$ cat config.mk
export PLATFORM = sky130hd
export DESIGN_NAME = bounce_count_monitor
export DESIGN_NICKNAME = d
export VERILOG_FILES = /design/src/rtl/bounce_mon_pkg.sv /design/src/rtl/seg7_decoder.sv /design/src/rtl/bounce_count_monitor.sv
export SDC_FILE = /design/constraint.sdc
export NUM_CORES = 1
export LEC_CHECK = 0
export ABC_CLOCK_PERIOD_IN_PS = 2000
export CAP_MARGIN = 0
export CORE_MARGIN = 1.5
export CORE_UTILIZATION = 47
export CTS_CLUSTER_SIZE = 12
export DETAILED_ROUTE_END_ITERATION = 12
export PLACE_DENSITY_LB_ADDON = 0.2
export SYNTH_ARGS = -nofsm -noshare
export SYNTH_HDL_FRONTEND = slang
export SYNTH_SLANG_ARGS = --single-unit
$ cat constraint.sdc
create_clock -name clk -period 2 [get_ports clk]
set_input_delay 0.2 -clock clk [delete_from_list [all_inputs] [get_ports clk]]
set_output_delay 0.2 -clock clk [all_outputs]
set_load 0.05 [all_outputs]
$ cat src/rtl/bounce_mon_pkg.sv
// Shared types and constants for the bounce counter monitor.
//   mon_state_e : tracking FSM states
//   SEG_BLANK   : all segments off (active-low)
//   SEG_TABLE   : active-low a..g patterns for digits 0..9, seg[6]=a
//   bcd_inc     : two-digit BCD increment, 99 wraps to 00
package bounce_mon_pkg;

    typedef enum logic [1:0] {
        MON_INIT,
        MON_SYNC,
        MON_UP,
        MON_DOWN
    } mon_state_e;

    localparam logic [6:0] SEG_BLANK = 7'h7F;

    // Index 0 is the rightmost element of the concatenation.
    localparam logic [9:0][6:0] SEG_TABLE = {
        7'b0000100,  // 9
        7'b0000000,  // 8
        7'b0001111,  // 7
        7'b0100000,  // 6
        7'b0100100,  // 5
        7'b1001100,  // 4
        7'b0000110,  // 3
        7'b0010010,  // 2
        7'b1001111,  // 1
        7'b0000001   // 0
    };

    function automatic logic [7:0] bcd_inc(input logic [7:0] v);
        logic [7:0] r;
        if (v[3:0] == 4'd9) begin
            r[3:0] = 4'd0;
            r[7:4] = (v[7:4] == 4'd9) ? 4'd0 : v[7:4] + 4'd1;
        end else begin
            r[3:0] = v[3:0] + 4'd1;
            r[7:4] = v[7:4];
        end
        return r;
    endfunction

endpackage

$ cat src/rtl/seg7_decoder.sv
// BCD digit to active-low seven-segment pattern.
//   bcd_i : 4-bit digit code
//   seg_o : active-low segments a..g (seg_o[6]=a); codes above 9 blank
module seg7_decoder
    import bounce_mon_pkg::*;
(
    input  logic [3:0] bcd_i,
    output logic [6:0] seg_o
);

    always_comb begin
        seg_o = SEG_BLANK;
        if (bcd_i <= 4'd9) begin
            seg_o = SEG_TABLE[bcd_i];
        end
    end

endmodule

$ cat src/rtl/bounce_count_monitor.sv
// Monitors an up/down bouncing counter: tracks direction, pulses on peak
// and valley, counts round trips in BCD, flags illegal steps and scans the
// count onto a two-digit active-low seven-segment display.
//   clk        : system clock, rising edge
//   reset      : asynchronous active-low reset
//   sample_en  : cont_in valid this cycle
//   cont_in    : upstream counter value
//   err_clr    : synchronous clear of step_err (a new error wins)
//   dir_out    : 0 = counting up, 1 = counting down
//   peak       : one-cycle pulse when MAXV is sampled
//   valley     : one-cycle pulse when 0 is reached on the way down
//   step_err   : sticky illegal-step flag
//   cycles_bcd : round trips mod 100, [7:4] tens, [3:0] ones
//   seg, an    : active-low segments and digit enables (an[0] = ones)
module bounce_count_monitor
    import bounce_mon_pkg::*;
#(
    parameter int unsigned WIDTH    = 4,
    parameter int unsigned SCAN_DIV = 16
) (
    input  logic             clk,
    input  logic             reset,
    input  logic             sample_en,
    input  logic [WIDTH-1:0] cont_in,
    input  logic             err_clr,
    output logic             dir_out,
    output logic             peak,
    output logic             valley,
    output logic             step_err,
    output logic [7:0]       cycles_bcd,
    output logic [6:0]       seg,
    output logic [1:0]       an
);

    localparam logic [WIDTH-1:0] MAXV  = '1;
    localparam int unsigned      CNT_W = $clog2(SCAN_DIV);
    localparam logic [CNT_W-1:0] TERM  = CNT_W'(SCAN_DIV - 1);

    mon_state_e       state_q;
    logic [WIDTH-1:0] prev_q;
    logic             dir_q, peak_q, valley_q, err_q;
    logic [7:0]       bcd_q;
    logic [CNT_W-1:0] scan_q;
    logic             sel_q;
    logic [6:0]       seg_q;
    logic [1:0]       an_q;

    logic             up_ok, down_ok, go_up, go_down;
    logic [3:0]       digit;
    logic [6:0]       seg_dec;

    // Steps never wrap: 15->0 and 0->15 are illegal.
    assign up_ok   = ({1'b0, cont_in} == ({1'b0, prev_q} + 1'b1));
    assign down_ok = (prev_q != '0) && (cont_in == (prev_q - 1'b1));
    // SYNC accepts either direction; UP/DOWN only their own.
    assign go_up   = up_ok && ((state_q == MON_SYNC) || (state_q == MON_UP));
    assign go_down = down_ok && ((state_q == MON_SYNC) || (state_q == MON_DOWN));

    always_ff @(posedge clk or negedge reset) begin
        if (!reset) begin
            state_q  <= MON_INIT;
            prev_q   <= '0;
            dir_q    <= 1'b0;
            peak_q   <= 1'b0;
            valley_q <= 1'b0;
            err_q    <= 1'b0;
            bcd_q    <= 8'h00;
        end else begin
            peak_q   <= 1'b0;
            valley_q <= 1'b0;
            if (err_clr) begin
                err_q <= 1'b0;
            end
            if (sample_en) begin
                prev_q <= cont_in;
                if (state_q == MON_INIT) begin
                    state_q <= MON_SYNC;
                end else if (go_up) begin
                    if (cont_in == MAXV) begin
                        peak_q  <= 1'b1;
                        dir_q   <= 1'b1;
                        state_q <= MON_DOWN;
                    end else begin
                        dir_q   <= 1'b0;
                        state_q <= MON_UP;
                    end
                end else if (go_down) begin
                    if (cont_in == '0) begin
                        valley_q <= 1'b1;
                        dir_q    <= 1'b0;
                        bcd_q    <= bcd_inc(bcd_q);
                        state_q  <= MON_UP;
                    end else begin
                        dir_q   <= 1'b1;
                        state_q <= MON_DOWN;
                    end
                end else begin
                    // Set after the clear so a coincident error wins.
                    err_q   <= 1'b1;
                    state_q <= MON_SYNC;
                end
            end
        end
    end

    assign digit = sel_q ? bcd_q[7:4] : bcd_q[3:0];

    seg7_decoder u_seg7_decoder (
        .bcd_i (digit),
        .seg_o (seg_dec)
    );

    // seg and an both derive from sel_q in the same edge, keeping them aligned.
    always_ff @(posedge clk or negedge reset) begin
        if (!reset) begin
            scan_q <= '0;
            sel_q  <= 1'b0;
            seg_q  <= SEG_BLANK;
            an_q   <= 2'b11;
        end else begin
            if (scan_q == TERM) begin
                scan_q <= '0;
                sel_q  <= ~sel_q;
            end else begin
                scan_q <= scan_q + 1'b1;
            end
            seg_q <= seg_dec;
            an_q  <= sel_q ? 2'b01 : 2'b10;
        end
    end

    assign dir_out    = dir_q;
    assign peak       = peak_q;
    assign valley     = valley_q;
    assign step_err   = err_q;
    assign cycles_bcd = bcd_q;
    assign seg        = seg_q;
    assign an         = an_q;

endmodule

==> results of run 1 <==
[cells in the final DEF (no fill, tap or decap), types with 2 or more instances in the layout]
cell	instances
clkdlybuf4s50_1	28
dfrtp_1	22
nor2_1	11
nand2_1	11
inv_1	10
xnor2_1	9
ha_1	9
dfstp_2	9
buf_4	8
o21ai_0	7
nand3_1	7
mux2_2	5
clkbuf_4	5
a21oi_1	4
xor2_1	3
or3b_1	3
o21ai_1	3
inv_2	2
a31oi_1	2
mux2i_1	2
nor3_1	2
a21o_1	2
nand2b_1	2
xnor2_2	2
nor4_2	2
nand4_1	2
nor2b_1	2
clkbuf_8	2
[kinds of logic after synthesis]
family	share of synthesized area
AOI/OAI and AO/OA	0.104
xor gates and xnor gates	0.0759
adders and majority gates	0.0803
buffers and inverters	0.0379
DFF	0.474
muxes	0.0569
and+or+nand+nor	0.172
[state kept, by name, indices dropped and copies added (netlist names)]
register / count
valley: 1
cycles_bcd: 8
state_q: 2
dir_out: 1
an: 2
scan_q: 4
peak: 1
prev_q: 4
seg: 7
step_err: 1
sel_q: 1
[what timing repair did]
item	CTS	global route
buffers inserted	0	0
setup endpoints to repair	1	10
gates resized for setup	1	11
pin swaps	0	7
[metrics by stage]
step           area [um2]   util  hold WS (ps)  setup TNS (ps)  total power [W]
2_1_floorplan        1710      -         -95.6               0          0.00100
3_3_place_gp         2090  0.612           464               0          0.00113
3_5_place_dp         2090  0.612           491            -212          0.00114
4_1_cts              2170  0.635           246               0          0.00157
5_1_grt              2220  0.650           273            -233          0.00167
6_report             2220  0.650           251           -13.1          0.00158
[routing by layer]
layer	GRT usage	wire length, um
met1	0.227	1420
met2	0.307	1710
met3	0.0518	139
met4	0.0815	62
met5	0	0
[layout make-up]
type / instances / area (um2)
fill: 275 / 1190
tap: 46 / 57.6
clock buffer: 8 / 68.8
timing repair buffer: 36 / 340
inverter: 12 / 45.0
multi-input combinational: 111 / 896
sequential: 32 / 813
[Yosys cell counts, drive strengths merged]
| master | number |
|---|---|
| xor2 | 3 |
| o2bb2ai | 1 |
| o221a | 2 |
| nand4 | 2 |
| nand4b | 1 |
| a22o | 1 |
| buf | 2 |
| nor4 | 3 |
| o21ai | 10 |
| clkbuf | 1 |
| nor3 | 3 |
| mux2 | 6 |
| mux2i | 3 |
| dfstp | 9 |
| a21oi | 5 |
| a32oi | 1 |
| inv | 12 |
| nor4bb | 1 |
| nand2b | 2 |
| or3b | 3 |
| and3 | 1 |
| nor2b | 3 |
| or2 | 1 |
| ha | 11 |
| xnor2 | 11 |
| o2111ai | 1 |
| or3 | 1 |
| a31oi | 2 |
| o21bai | 1 |
| nand2 | 11 |
| dfrtp | 23 |
| nor2 | 12 |
| a21o | 2 |
| nand3 | 7 |
[power breakdown]
| part | internal (W) | switching [W] | leakage, nW |
|---|---|---|---|
| Sequential | 0.000690 | 0.0000511 | 0.379 |
| Combinational | 0.000183 | 0.000244 | 0.553 |
| Clock | 0.000207 | 0.000207 | 0.0386 |
[final timing paths]
path                           start  depth (start not counted)         to
max                        prev_q[1]                          7    dir_out
min                            reset                          2  scan_q[2]
max reg2reg                prev_q[1]                          7    dir_out
min reg2reg                    sel_q                          0      an[0]
max in group asynchronous      reset                          2     seg[6]
min in group clk             err_clr                          2   step_err
==> metrics, run 1 <==
Die X=63.4 um; startpoint type of the worst setup path=register; Yosys top cell area share=0.336; skew final=6.15 ps; critical path fanouts, max=5; clock latency on the worst-skew pair=320 ps; top cell type by total area after synthesis=dfrtp_1; drt wl/cell=13.6 um; leakage=0.971 nW; via-per-instance ratio=5.35; CP Capture Type=register; Die ar.=4020 um2; crit path time final=2010 ps; CP top delay family=simple AND/OR/NAND/NOR gates; I/O Pins=29; placed cells=237; Cells after Synth=158; Worst-Margin Slew=501 ps; Hold Fails Final Rpt=0; clk buf depth=2; vias=1,310; Port Buf Inserts=28; core footprint=3420 um2; area delta synth->final=29.6%; htree depth=2; Core Rows=21; gr usage total=0.186; crit-path max cell delay=490 ps; fin cells=245; CTS Sinks=32; remaining antenna violation count=0; largest net degree at the start of global routing=33; max-cap violations=0; maximum achievable frequency=0.497 GHz; Die Y=63.4 um; RSZ-0062 raised after global routing=true; Initial Utilization=0.502; VDD IR max=0.453 mV; Final setup viols=1; via count of the first global-routing pass=1,334; pre-CTS setup slack=-115 ps; # hold bufs at CTS=0; Max Slew Vio Count=0; drt first pass iters=4; GR Overflow Total=0; failing checks=negative setup slack; first-pass GRT wire length=5880 um; min-delay worst type=in -> async; P per Cell Area=712 nW/um2; Worst-path clk slew=100 ps; slowest stage cell, crit path=or3_4; share of layout cells above drive strength 1=0.246; Worst EP arrival=2290 ps; Synth Cell Area=1710 um2; number of diodes=0; outcome=finished, violations left; final WL=3320 um; syn_area_per_cell=10.8 um2; final worst setup slack=-13.1 ps; syn nets=177; CTS buffer count=5; post-detail-place hpwl=2460 um; fin crit share=1.01; number of antenna violations at the first check in global routing=0; Slew headroom=0.665; worst path required time=2270 ps; RePlAce Congestion=0.866; ranking of synthesized cells by area=dfrtp_1, dfstp_2, ha_1; Yosys reg bits=32; initial DRC count=34; Synthesis Warnings=0; CTS tree=done; Residual DRC=0; FF-to-FF setup slack=-10 ps; worst path bufs/invs=1; synth unique cells=41; CP Cell Sequence=inv_2, ha_4, xnor2_2, nand4b_1, or3_4, a21oi_4, o221a_4; root buf cell=clkbuf_4; sequential area share after synthesis=0.474; critical path class=reg -> reg; final layout net count=217
(Power assumes the default switching activity.)
==> inputs of run 2 (changes only) <==
CORE_MARGIN = 2   (was 1.5)
==> run 2 against run 1 <==
  * The run still ends with negative setup slack left
  * Power grew 9.7%
  * Clock power grew 37%
  * Utilization grew 1.2 points
  * Critical path type unchanged
  * Combinational power is essentially flat
  * Register-to-register slack is essentially flat
  * Design area grew 1.9%
==> metrics, run 2 (same netlist as run 1, synthesis figures left out) <==
share of layout cells above drive strength 1=0.250 (+0.00377); most frequent cells in the layout=clkdlybuf4s50_1, dfrtp_1, nor2_1, nand2_1, inv_1; failing checks=negative setup slack; Die Y=64.4 um (+1.6%); max reg flops=8 (unchanged); core footprint=3420 um2 (unchanged); final worst setup slack=-6.69 ps (+6.44 ps); drt first pass iters=4 (unchanged); Core Rows=21 (unchanged); Die X=64.4 um (+1.6%); remaining antenna violation count=0 (unchanged); critical path fanouts, max=5 (unchanged); VDD IR max=0.493 mV (+8.7%); Slew headroom=0.645 (-0.0194); # hold bufs at CTS=0 (unchanged); clock latency on the worst-skew pair=350 ps (+30 ps); drt wl/cell=14.6 um (+7.9%); largest net degree at the start of global routing=33 (unchanged); first-pass GRT wire length=6170 um (+4.9%); hold_ws=233 ps (-17.6 ps); Hold Fails Final Rpt=0 (unchanged); final layout net count=218 (+0.46%); P_sw=0.000537 W (+7.0%); FF-to-FF setup slack=-7 ps (about the same); CTS Sinks=32 (unchanged); fin cells=246 (+0.41%); maximum achievable frequency=0.498 GHz (+0.32%); number of antenna violations at the first check in global routing=0 (unchanged); area delta synth->final=32.0%; number of cells on the worst reg-to-reg path=6 (-1); via-per-instance ratio=5.33 (-0.25%); Worst-path clk slew=110 ps (about the same); final WL=3600 um (+8.3%); worst path required time=2240 ps (-30 ps); post-detail-place hpwl=2610 um (+6.4%); part of the power in registers=0.429 (-0.040); GR Overflow Total=0 (unchanged); number of diodes=0 (unchanged); fin crit share=1.00 (-0.00322); via count of the first global-routing pass=1,380 (+3.4%); min-delay worst type=in -> async; initial DRC count=48 (+41%); placed cells=237 (unchanged); Final setup viols=1 (unchanged); Port Buf Inserts=28 (unchanged); Die ar.=4150 um2 (+3.2%); Initial Utilization=0.502 (unchanged); skew final=8.59 ps (+2.45 ps); sw frac=0.310 (-0.00781); clock share of power=0.325 (+0.064); CTS tree=done; Combinational Power Share=0.246 (-0.024); critical path class=reg -> reg; I/O Pins=29 (unchanged); CTS buffer count=5 (unchanged); crit path time final=2010 ps (-6.44 ps); outcome=finished, violations left; R2R Path End=dir_out; Worst EP arrival=2250 ps (-40 ps); Residual DRC=0 (unchanged); root buf cell=clkbuf_4; RePlAce Congestion=0.867 (+0.10%); gr usage total=0.196 (+0.00955); vias=1,312 (+0.15%); RSZ-0062 raised after global routing=true; clk buf depth=2 (unchanged); worst r2r src=prev_q[0]; setup TNS=-6.69 ps (+6.44 ps); max-cap violations=0 (unchanged); cell internal pwr=0.00120 W (+11%); CP Capture Type=register; Worst-Margin Slew=531 ps (+29.0 ps); htree depth=2 (unchanged); Max Slew Vio Count=0 (unchanged); pre-CTS setup slack=-82.4 ps (+32.9 ps); total power=0.00174 W (+9.7%); startpoint type of the worst setup path=register; leakage=0.997 nW (+2.7%); P per Cell Area=767 nW/um2 (+7.7%); commonest non-fill, non-tap cell in the layout=clkdlybuf4s50_1
[run 2: power groups by stage]
stage	combinational (W)	clock [W]	sequential (W)
after floorplan	0.000161	0	0.000843
after global placement	0.000385	0	0.000747
after detailed placement	0.000396	0	0.000753
after CTS	0.000396	0.000572	0.000742
after global routing	0.000460	0.000597	0.000755
final	0.000426	0.000565	0.000745
[run 2: worst max-delay path: stages, from the launching register on]
cell and delay, ps:
dfrtp_1 410, inv_2 90, ha_4 190, xnor2_1 130
nand4b_1 290, or3_4 480, o221a_2 300
[run 2: area by class of cell]
class,instances,area (um2)
fill,279,1150
multi-input combinational,111,905
sequential,32,812
timing repair buffer,37,348
clock buffer,7,65.1
tap,46,57.6
inverter,12,45.0
clock inverter,1,30.0
[run 2: what timing repair did]
item,4_1_cts,5_1_grt
buffers inserted,0,2
setup endpoints to repair,0,10
gates resized for setup,0,12
[run 2: worst max-delay path by stage]
stage	startpoint	endpoint	slack, ps	depth (start not counted)
floorplan	prev_q[0]	cycles_bcd[5]	60	6
global placement	cont_in[0]	cycles_bcd[5]	20	5
detailed placement	cont_in[0]	cycles_bcd[5]	-80	5
CTS	prev_q[0]	cycles_bcd[5]	0.6	6
global route	prev_q[0]	dir_out	-80	7
finish	prev_q[0]	dir_out	-7	6
[run 2: layer usage]
metal	vias up	share of wire	routed length (um)	global-route usage
met5	-	0	0	0
li1	627	-	-	-
met2	34	0.53	1900	0.329
met1	643	0.41	1490	0.236
met3	8	0.038	138	0.0458
met4	0	0.018	66	0.0904
[run 2: per-stage QoR]
step / util / cell area, um2
detailed placement: 0.612 / 2090
finish: 0.662 / 2260
CTS: 0.640 / 2190
global route: 0.662 / 2260
global placement: 0.612 / 2090
floorplan: - / 1710
==> inputs of run 3 (changes only) <==
ABC_CLOCK_PERIOD_IN_PS = 2200   (was 2000)
CORE_UTILIZATION = 52   (was 47)
clock period = 2.2 ns   (was 2 ns; I/O delays follow)
==> run 3 against run 2 <==
  * The run now ends clean
  * Clock skew up 8.6 ps
  * Register-to-register slack improved by 130 ps
  * Global-route usage increased by 2.1 points
  * Non-clock buffer count is 5 lower
  * Final cell count shrank 2.8%
  * Maximum frequency decreased by 3.3%
  * Combinational power decreased by 16%
  * Critical path depth grew 1
  * Critical path type unchanged
==> metrics, run 3 (same netlist as run 1, synthesis figures left out) <==
outcome=completed; critical path fanouts, max=5 (unchanged); via-per-instance ratio=5.43 (+1.8%); drt first pass iters=4 (unchanged); Hold Fails Final Rpt=0 (unchanged); maximum achievable frequency=0.482 GHz (-3.3%); startpoint type of the worst setup path=register; worst path required time=2480 ps (+240 ps); final layout net count=213 (-2.3%); Die ar.=3770 um2 (-9.0%); Final setup viols=0 (-1); CP Cell Sequence=inv_1, ha_1, xnor2_1, nand4b_1, or3_4, a21oi_2, o221a_2; post-detail-place hpwl=2510 um (-3.8%); area delta synth->final=24.5%; sw frac=0.336 (+0.0263); largest net degree at the start of global routing=33 (unchanged); drt wl/cell=14.4 um (-1.6%); part of the power in registers=0.484 (+0.055); clock share of power=0.258 (-0.067); Core Rows=20 (-4.8%); min-delay worst type=in -> async; P_sw=0.000467 W (-13%); root buf cell=clkbuf_4; commonest non-fill, non-tap cell in the layout=clkdlybuf4s50_1; CP Capture Type=register; FF-to-FF setup slack=120 ps (+130 ps); clk buf depth=2 (unchanged); Die X=61.4 um (-4.6%); P per Cell Area=652 nW/um2 (-15%); Max Slew Vio Count=0 (unchanged); GR Overflow Total=0 (unchanged); core footprint=3100 um2 (-9.2%); Die Y=61.4 um (-4.6%); skew final=17.2 ps (+8.65 ps); worst path bufs/invs=1 (unchanged); RSZ-0062 raised after global routing=false; CTS tree=done; critical path class=reg -> reg; CP top delay family=simple AND/OR/NAND/NOR gates; CTS Sinks=32 (unchanged); remaining antenna violation count=0 (unchanged); fin crit share=0.943 (-0.0599); Worst-Margin Slew=502 ps (-28.1 ps); number of antenna violations at the first check in global routing=0 (unchanged); clock latency on the worst-skew pair=350 ps (about the same); max-cap violations=0 (unchanged); Critical Path Start=prev_q[1]; crit-path max cell delay=430 ps (-50 ps); RePlAce Congestion=0.871 (+0.53%); number of diodes=0 (unchanged); via count of the first global-routing pass=1,303 (-5.6%); worst r2r src=prev_q[1]; Worst EP arrival=2360 ps (+110 ps); Port Buf Inserts=28 (unchanged); Post-CTS Setup Bufs=0 (unchanged); most frequent cells in the layout=clkdlybuf4s50_1, dfrtp_1, inv_1; Initial Utilization=0.552 (+0.0506); gr usage total=0.217 (+0.0209); CTS buffer count=5 (unchanged); Combinational Power Share=0.258 (+0.012); Residual DRC=0 (unchanged); Slew headroom=0.664 (+0.0188); final WL=3440 um (-4.4%); VDD IR max=0.411 mV (-17%); initial DRC count=43 (-10%); htree depth=2 (unchanged); hold_ws=260 ps (+26.9 ps); slowest stage cell, crit path=or3_4; # hold bufs at CTS=0 (unchanged); first-pass GRT wire length=5860 um (-5.0%); crit path time final=2080 ps (+68.9 ps); Worst-path clk slew=110 ps (about the same); share of layout cells above drive strength 1=0.200 (-0.0500); leakage=0.952 nW (-4.5%); cell internal pwr=0.000923 W (-23%); I/O Pins=29 (unchanged); max reg flops=8 (unchanged); vias=1,298 (-1.1%); setup TNS=0 ps (+6.69 ps)
-- run 3: cell count changes in the layout (fill, tap and decap cells not counted), moves of 2 or more --
cell / delta
buf_4: -5
ha_4: -2
clkinv_2: +2
inv_2: -2
ha_1: +2
inv_1: +2
-- run 3: final timing paths --
kind | endpoint | cells after the start
worst max register to register | dir_out | 7
max in group asynchronous | seg[2] | 2
worst min-delay path | state_q[0] | 2
min in group clk | step_err | 2
worst max-delay path | dir_out | 7
worst min register to register | scan_q[0] | 1
-- run 3: per-layer routing --
metal	up-vias	routed length, um	GRT usage
li1	617	-	-
met1	632	1420	0.253
met2	40	1780	0.381
met3	9	170	0.0588
met4	0	68	0.0790
met5	-	0	0
-- run 3: power groups by stage --
stage | Clock (W) | Sequential (W) | Combinational, W
2_1_floorplan | 0 | 0.000766 | 0.000146
3_3_place_gp | 0 | 0.000680 | 0.000342
3_5_place_dp | 0 | 0.000683 | 0.000355
4_1_cts | 0.000367 | 0.000673 | 0.000357
5_1_grt | 0.000390 | 0.000679 | 0.000387
6_report | 0.000358 | 0.000673 | 0.000358
-- run 3: cell type report --
type	count	area, um2
Timing Repair Buffer	32	310
Inverter	12	45.0
Sequential cell	32	812
Tap cell	44	55.1
Clock inverter	2	10.0
Fill cell	270	970
Multi-Input combinational cell	111	850
Clock buffer	6	51.3
-- run 3: what timing repair did --
item / in CTS / in global routing
gates resized for setup: 0 / 2
endpoints found under the hold margin: 0 / 0
setup endpoints to repair: 0 / 3
-- run 3: stage by stage --
step                      cells  utilization  cell area, um2  power (W)  setup slack, ps
after floorplan             158            -            1710   0.000913              259
after global placement      231        0.664            2060    0.00102              142
after detailed placement    231        0.664            2060    0.00104             75.5
after CTS                   239        0.683            2120    0.00140             79.5
after global routing        239        0.688            2130    0.00146            0.717
final                       239        0.688            2130    0.00139              124
